## config.mk

```make
export PLATFORM = sky130hd
export DESIGN_NAME = pio_rx_snoop
export DESIGN_NICKNAME = d
export VERILOG_FILES = /design/src/rtl/pio_rx_snoop_pkg.sv /design/src/rtl/pio_rx_snoop_filter.sv /design/src/rtl/pio_rx_snoop.sv
export SDC_FILE = /design/constraint.sdc
export NUM_CORES = 1
export LEC_CHECK = 0
export CELL_PAD_IN_SITES_DETAIL_PLACEMENT = 1
export CELL_PAD_IN_SITES_GLOBAL_PLACEMENT = 1
export CORE_ASPECT_RATIO = 1.75
export CORE_UTILIZATION = 48
export CTS_CLUSTER_DIAMETER = 120
export DETAILED_ROUTE_END_ITERATION = 10
export DONT_BUFFER_PORTS = 1
export PLACE_DENSITY = 0.76
export SETUP_SLACK_MARGIN = 0.02
export SLEW_MARGIN = 40
export SYNTH_ARGS = -nofsm -noshare
export SYNTH_HDL_FRONTEND = slang
export SYNTH_HIERARCHICAL = 1
export SYNTH_SLANG_ARGS = --single-unit
```

## constraint.sdc

```tcl
create_clock -name clk -period 4 [get_ports clk]
set_input_delay 1.2 -clock clk [delete_from_list [all_inputs] [get_ports clk]]
set_output_delay 1.2 -clock clk [all_outputs]
set_load 0.01 [all_outputs]
```

## src/rtl/pio_rx_snoop_pkg.sv

```systemverilog
// Shared definitions for the RX/TX snoop paths: 72-bit FIFO word layout, TLP header fields, FSM states.
// Pure declarations; no latency and no flow control live here.
package pio_rx_snoop_pkg;

   localparam int FW_START   = 64;
   localparam int FW_END     = 65;
   localparam int FW_KEEP_LO = 66;
   localparam int FW_KEEP_HI = 67;

   localparam int         FMT_DATA_BIT = 30;
   localparam logic [4:0] TYPE_MWR     = 5'b00000;

   typedef enum logic [1:0] {
      IDLE    = 2'd0,
      CAPTURE = 2'd1,
      DROP    = 2'd2
   } state_t;

   function automatic logic [71:0] make_word(input logic [63:0] dat, input logic [7:0] keep,
                                             input logic sop, input logic eop);
      logic [71:0] w;
      w             = '0;
      w[63:0]       = dat;
      w[FW_START]   = sop;
      w[FW_END]     = eop;
      w[FW_KEEP_LO] = keep[0];
      w[FW_KEEP_HI] = keep[4];
      return w;
   endfunction

endpackage

```

## src/rtl/pio_rx_snoop_filter.sv

```systemverilog
// Accept/drop decision for a TLP from its first DW and the snoop enable.
// Purely combinational, so it adds no latency and exerts no backpressure.
module pio_rx_snoop_filter
   import pio_rx_snoop_pkg::*;
#(
   parameter logic [9:0] MAX_LEN_DW = 10'd32,
   parameter bit         MWR_ONLY   = 1'b1
) (
   input  logic [31:0] dw0,
   input  logic        rx_enable,
   output logic        accept
);

   logic [10:0] len_dw;
   logic        is_mwr;
   logic        len_ok;
   logic        unused_hdr;

   // A zero length field encodes the maximum of 1024 DW.
   assign len_dw = (dw0[9:0] == 10'd0) ? 11'd1024 : {1'b0, dw0[9:0]};
   assign len_ok = (len_dw <= {1'b0, MAX_LEN_DW});
   assign is_mwr = dw0[FMT_DATA_BIT] && (dw0[28:24] == TYPE_MWR);

   assign accept = rx_enable && len_ok && (is_mwr || !MWR_ONLY);

   assign unused_hdr = ^{dw0[31], dw0[29], dw0[23:10]};

endmodule

```

## src/rtl/pio_rx_snoop.sv

```systemverilog
// Snoops AXIS RX TLPs into the XGMII-TX FIFO as tagged 72-bit words; one cycle in-to-out, tready follows
// ~almost_full (forced high while dropping). PIO_RX_SNOOP_STATS_EN builds the saturating drop counter.
module pio_rx_snoop
   import pio_rx_snoop_pkg::*;
#(
   parameter logic [9:0] MAX_LEN_DW = 10'd32,
   parameter bit         MWR_ONLY   = 1'b1
) (
   input  logic        clk,
   input  logic        sys_rst,
   input  logic [63:0] m_axis_rx_tdata,
   input  logic [7:0]  m_axis_rx_tkeep,
   input  logic        m_axis_rx_tlast,
   input  logic        m_axis_rx_tvalid,
   output logic        m_axis_rx_tready,
   input  logic        rx_enable,
   output logic [71:0] din,
   output logic        wr_en,
   input  logic        almost_full,
   output logic [7:0]  tlp_pktcount,
   output logic [15:0] drop_count
);

   state_t state, state_nxt;
   logic   take, accept;
   logic   wr_nxt, sop_nxt, eop_nxt, cnt_inc, drop_evt, tready_nxt;
   logic   unused_keep;

   assign take        = m_axis_rx_tvalid && m_axis_rx_tready;
   assign unused_keep = ^{m_axis_rx_tkeep[7:5], m_axis_rx_tkeep[3:1]};

   pio_rx_snoop_filter #(
      .MAX_LEN_DW (MAX_LEN_DW),
      .MWR_ONLY   (MWR_ONLY)
   ) u_filter (
      .dw0       (m_axis_rx_tdata[31:0]),
      .rx_enable (rx_enable),
      .accept    (accept)
   );

   always_ff @(posedge clk or posedge sys_rst) begin
      if (sys_rst) state <= IDLE;
      else         state <= state_nxt;
   end

   always_comb begin
      state_nxt = state;
      wr_nxt    = 1'b0;
      sop_nxt   = 1'b0;
      eop_nxt   = 1'b0;
      cnt_inc   = 1'b0;
      drop_evt  = 1'b0;
      if (take) begin
         case (state)
            IDLE: begin
               if (accept) begin
                  wr_nxt  = 1'b1;
                  sop_nxt = 1'b1;
                  if (m_axis_rx_tlast) begin
                     eop_nxt = 1'b1;
                     cnt_inc = 1'b1;
                  end else begin
                     state_nxt = CAPTURE;
                  end
               end else begin
                  drop_evt = 1'b1;
                  if (!m_axis_rx_tlast) state_nxt = DROP;
               end
            end
            CAPTURE: begin
               wr_nxt  = 1'b1;
               eop_nxt = m_axis_rx_tlast;
               if (m_axis_rx_tlast) begin
                  cnt_inc   = 1'b1;
                  state_nxt = IDLE;
               end
            end
            DROP: begin
               if (m_axis_rx_tlast) state_nxt = IDLE;
            end
            default: state_nxt = IDLE;
         endcase
      end
      // Dropped TLPs drain at line rate; they never reach the FIFO.
      tready_nxt = (state_nxt == DROP) ? 1'b1 : ~almost_full;
   end

   always_ff @(posedge clk or posedge sys_rst) begin
      if (sys_rst) begin
         m_axis_rx_tready <= 1'b0;
         wr_en            <= 1'b0;
         din              <= 72'h0;
         tlp_pktcount     <= 8'h00;
      end else begin
         m_axis_rx_tready <= tready_nxt;
         wr_en            <= wr_nxt;
         if (wr_nxt) din <= make_word(m_axis_rx_tdata, m_axis_rx_tkeep, sop_nxt, eop_nxt);
         if (cnt_inc) tlp_pktcount <= tlp_pktcount + 8'd1;
      end
   end

`ifdef PIO_RX_SNOOP_STATS_EN
   logic [15:0] drop_q;

   always_ff @(posedge clk or posedge sys_rst) begin
      if (sys_rst)                              drop_q <= 16'h0000;
      else if (drop_evt && drop_q != 16'hFFFF)  drop_q <= drop_q + 16'd1;
   end

   assign drop_count = drop_q;
`else
   logic unused_drop;

   assign unused_drop = drop_evt;
   assign drop_count  = 16'h0000;
`endif

endmodule
```

---- After elaboration in Yosys (flattened, before gate mapping) ----
Cells that the tools add are included.
Widths: inputs -> output; s select.
operators by class
  bitwise logic cells ..................... 1
  equality and inequality tests ........... 3
  $lt $le $gt $ge ......................... 1
  reduce and logical (&&, ||, !) cells .... 8
  mux-type cells .......................... 19
  add/sub/neg operators ................... 1
operators by type and width
  operator             count
  $le 11x6->1 const B  1
  $mux 11              1
  $logic_not 10->1     1
  $mux 2               5
  $mux 1               9
  $add 8x1->8 const B  1
  $pmux 1 s2           3
  $logic_not 5->1      1
  $eq 2x2->1 const B   2
  $logic_and 1x1->1    4
  $pmux 2 s2           1
  $eq 2x1->1 const B   1
  $logic_not 2->1      1
  $reduce_or 2->1      1
  $not 1->1            1
word-level totals
  output and inout bits ................... 98
  word-level logic and storage cells ...... 38
  input bits .............................. 78
  bits in registers ....................... 80

---- Depth between registers and ports, before layout ----
  word-level depth ........................ 10
  depth in mapped cells ................... 8
  depth with buffers taken out ............ 7

---- Cells and area by module ----
The synthesis kept the hierarchy.
by module, submodules not included
  module               area each (um^2)  instances  seq. area each (um^2)  cells each
  pio_rx_snoop         3417.0            1          2001.9                 221
  pio_rx_snoop_filter  53.8              1          0.0                    8

---- Worst setup path after synthesis ----
OpenSTA, ideal clock, no wires.
  kind .................................... input -> register
  start ................................... in m_axis_rx_tdata[1]
  end ..................................... reg din[17]
  library setup time ...................... 125 ps
  data arrival time ....................... 3287 ps
  buffers on the path ..................... 2
  stages on the path ...................... 8
  required time ........................... 3875 ps
  slack ................................... 588 ps
  cells stage by stage .................... or4_4 -> o21a_1 -> nor3_1 -> a31oi_4 -> nor2_4 -> buf_6 -> buf_12 -> mux2_4
on the way
  cells in the longest elaborated chain, start to end .. 8
ends and longest elaborated chain
  what                                RTL line                   source
  start, declared                     pio_rx_snoop.sv:11         input logic [63:0] m_axis_rx_tdata,
  $logic_not 10->1                    pio_rx_snoop_filter.sv:20  assign len_dw = (dw0[9:0] == 10'd0) ? 11'd1024 : {1'b0, dw0[9:0]};
  $mux 11 (*)                         pio_rx_snoop_filter.sv:20
  $le 11x6->1 (*)                     pio_rx_snoop_filter.sv:21  assign len_ok = (len_dw <= {1'b0, MAX_LEN_DW});
  $logic_and 1x1->1 (*) (2 in a row)  pio_rx_snoop_filter.sv:24  assign accept = rx_enable && len_ok && (is_mwr || !MWR_ONLY);
  net accept                          pio_rx_snoop.sv:25         logic take, accept;
  $mux 1 (*)                          pio_rx_snoop.sv:56         if (accept) begin
  $pmux 1 s2 (*)                      pio_rx_snoop.sv:54         case (state)
  $mux 1 (*)                          pio_rx_snoop.sv:53         if (take) begin
  end signal, assigned                pio_rx_snoop.sv:97         if (wr_nxt) din <= make_word(m_axis_rx_tdata, m_axis_rx_tkeep, sop_nxt, eop_nxt);
  end, declared                       pio_rx_snoop.sv:17         output logic [71:0] din,
The timed path passes the listed nets; every way through them passes the cells marked *.
A chain may end at the register's enable or synchronous reset.

---- Worst setup path after layout ----
  start ................................... in m_axis_rx_tdata[1]
  end ..................................... reg din[55]
The elaborated chain is that of the path after synthesis.

==> results.yml <==
synthesis:
  synth_top_flop_cell: "dfrtp_1"
  syn_area_per_cell_sq_um: 15.2
  synth-async-reset-ratio_pct: 100
  synthTopCellsByCount: "dfrtp_1, mux2_2, buf_4"
  synth.area.mux_share_pct: 24.4
  yosysTopAreaCell: "dfrtp_1"
  synth_simple_gate_area_share_pct: 4.94
  yosysSeqAreaShare_pct: 57.7
  synth_area_leaders: "dfrtp_1, mux2_2, mux2_4"
  yosys_warnings: 6
  synth-adder-area-share_pct: 1.80
  synth-seq-cells: 80
  synth_compound_area_share_pct: 2.20
  synth_cell_types: 35
  synth_most_common_cell: "dfrtp_1"
  synth.top_cell.area_share_pct: 57.7
  netlist_instances: 229
  synth_xor_area_share_pct: 1.77
  syn_area_sq_mm: 0.00347
  synth_top_family_by_area: "multiplexers"
  synth_edf_count: 0
layout:
  drive_above_1_share_pct: 37.8
  areaGrowthSynthToFinish_pct: 7.89
  final_util_pct: 54.2
  finalNetCount: 319
  multi_input_area_sq_mm: 0.00129
  final_area_sq_mm: 0.00374
  n_antenna_cell: 0
  fill_cells: 683
  ff_latch_area_sq_mm: 0.00200
clock_tree:
  clkSlewWorstSetupHoldPaths_ns: 0.06
  cts_resized: 0
  clkSinkCount: 80
  cts_buffers: 9
  postCtsHoldBufs: 0
  cts_buffer_depth: 2
  post-cts-setup-buffers: 0
  cts_tree: "yes"
  root_buffer: "clkbuf_16"
  htree_num_levels: 3
  clk_latency_ns: 0.32
critical_path:
  cp-end-kind: "flip-flop"
  cp.arrival_ns: 3.26
  worstPathRequired_ns: 4.20
  crit_path_start_kind: "primary input"
  crit_type: "in2reg"
  worstPathMaxFanout: 30
place:
  placed_cell_area_sq_mm: 0.00346
  place_congestion: 0.830
  dp_hpwl_microns: 4770
  io_buffers: 0
route:
  vias: 1773
  via_per_inst: 5.46
  first_pass_iters: 3
  drt-wirelength-per-cell_microns: 19.9
  drc: 0
  drt_iter0_drc: 97
  ant_nets: 0
  wl_microns: 6470
flow_run:
  maxCapViolCount: 0
grt:
  grt_pass1_vias: 1883
  grt_pass1_wl_microns: 9620
  grt_usage_pct: 17.3
  antenna_found_initial: 1
  grt_max_degree: 67
  gr-total-overflow: 0
die:
  coreArea_sq_mm: 0.00691
  dieHeight_microns: 114
  start_util_pct: 50.3
  core.rowCount: 40
  design.die.area_sq_mm: 0.00759
  fp.dieW_microns: 66.3
  io-pin-count: 176
timing:
  rsz0062_at_grt: "false"
  setup_viol: 0
  report.final.slew_viol_count: 0
  hold_ws_ns: 0.560
  worst_clock_skew_ns: 0.00518
  period_minus_slack_ns: 3.07
  fmax_ghz: 0.326
  setup_tns_ns: 0
  timing_hold_violations_final: 0
  slew-limit-headroom_pct: 61.9
  period_share_pct: 76.6
  tightestPinTransition_ns: 0.571
power:
  max-vdd-ir-drop_mv: 0.292
  p_leak_nw: 1.88
  p_per_area_mw_per_mm2: 454
  power_w: 0.00170
hold_path:
  min_path_type: "reg2reg"
status:
  status: "finished clean"
flip-flops by register name, summed over array words and instances, names as in the netlist:
name and count:
state 2, wr_en 1, tlp_pktcount 8, m_axis_rx_tready 1
din 68
logic make-up after synthesis:
logic type	count (synthesis)
compound gates	10
xor+xnor	7
fa+ha+maj	5
buf+inv	31
flops	80
mux	69
other cells	1
simple gates	26
where the power goes:
| part | switching (W) | internal [W] |
|---|---|---|
| logic | 0.0000678 | 0.0000291 |
| clock network | 0.000288 | 0.000480 |
| registers | 0.0000141 | 0.000822 |
| total | 0.000369 | 0.00133 |
layout make-up:
| type | instances | area share, % |
|---|---|---|
| Inverter | 4 | 0.535 |
| Clock inverter | 4 | 1.20 |
| Tap cell | 84 | 2.81 |
| Multi-Input combinational cell | 137 | 34.5 |
| Clock buffer | 12 | 6.31 |
| Sequential cell | 80 | 53.5 |
| Timing Repair Buffer | 4 | 1.14 |
metrics by stage:
stage	std cells	setup slack (ns)
after floorplan	248	0.588
after global placement	309	0.635
after detailed placement	309	0.597
after CTS	325	0.918
after global routing	325	0.832
final	325	0.934
worst max-delay path, stage by stage:
cell and delay (ns):
or4_4 0.53, o21a_1 0.18, nor3_1 0.18, buf_4 0.17, a31oi_4 0.10, nor2_4 0.13, buf_4 0.36, mux2_2 0.40
final timing paths:
path / start / end / slack (ns) / cells after the start
min in group asynchronous: sys_rst / din[39]$_DFFE_PP0P_ / 0.81 / 1
max in group asynchronous: sys_rst / din[30]$_DFFE_PP0P_ / 2.55 / 2
setup / recovery: m_axis_rx_tdata[1] / din[55]$_DFFE_PP0P_ / 0.93 / 8
hold / removal: tlp_pktcount[7]$_DFFE_PP0P_ / tlp_pktcount[7]$_DFFE_PP0P_ / 0.56 / 1
setup reg to reg: state[1]$_DFF_PP0_ / din[55]$_DFFE_PP0P_ / 2.05 / 6
hold reg to reg: tlp_pktcount[7]$_DFFE_PP0P_ / tlp_pktcount[7]$_DFFE_PP0P_ / 0.56 / 1
per-layer routing:
layer | track usage, % | up-vias | wire, microns
met3 | 6.77 | 11 | 596
met1 | 17.9 | 891 | 2220
met4 | 7.66 | 2 | 105
met5 | 0 | - | 11
met2 | 30.1 | 97 | 3550
li1 | - | 772 | -
placed cells by master, fill, tap and decap left out, drive strengths merged, types with 4 or more instances in the layout:
cell type	netlist	layout
conb	1	20
mux2	68	68
buf	27	4
ha	5	5
xnor2	4	4
o21ai	4	4
dfrtp	80	80
nand2	4	4
clkbuf	0	12
clkinv	0	4
Note: power is estimated with default switching activity, not from simulation.
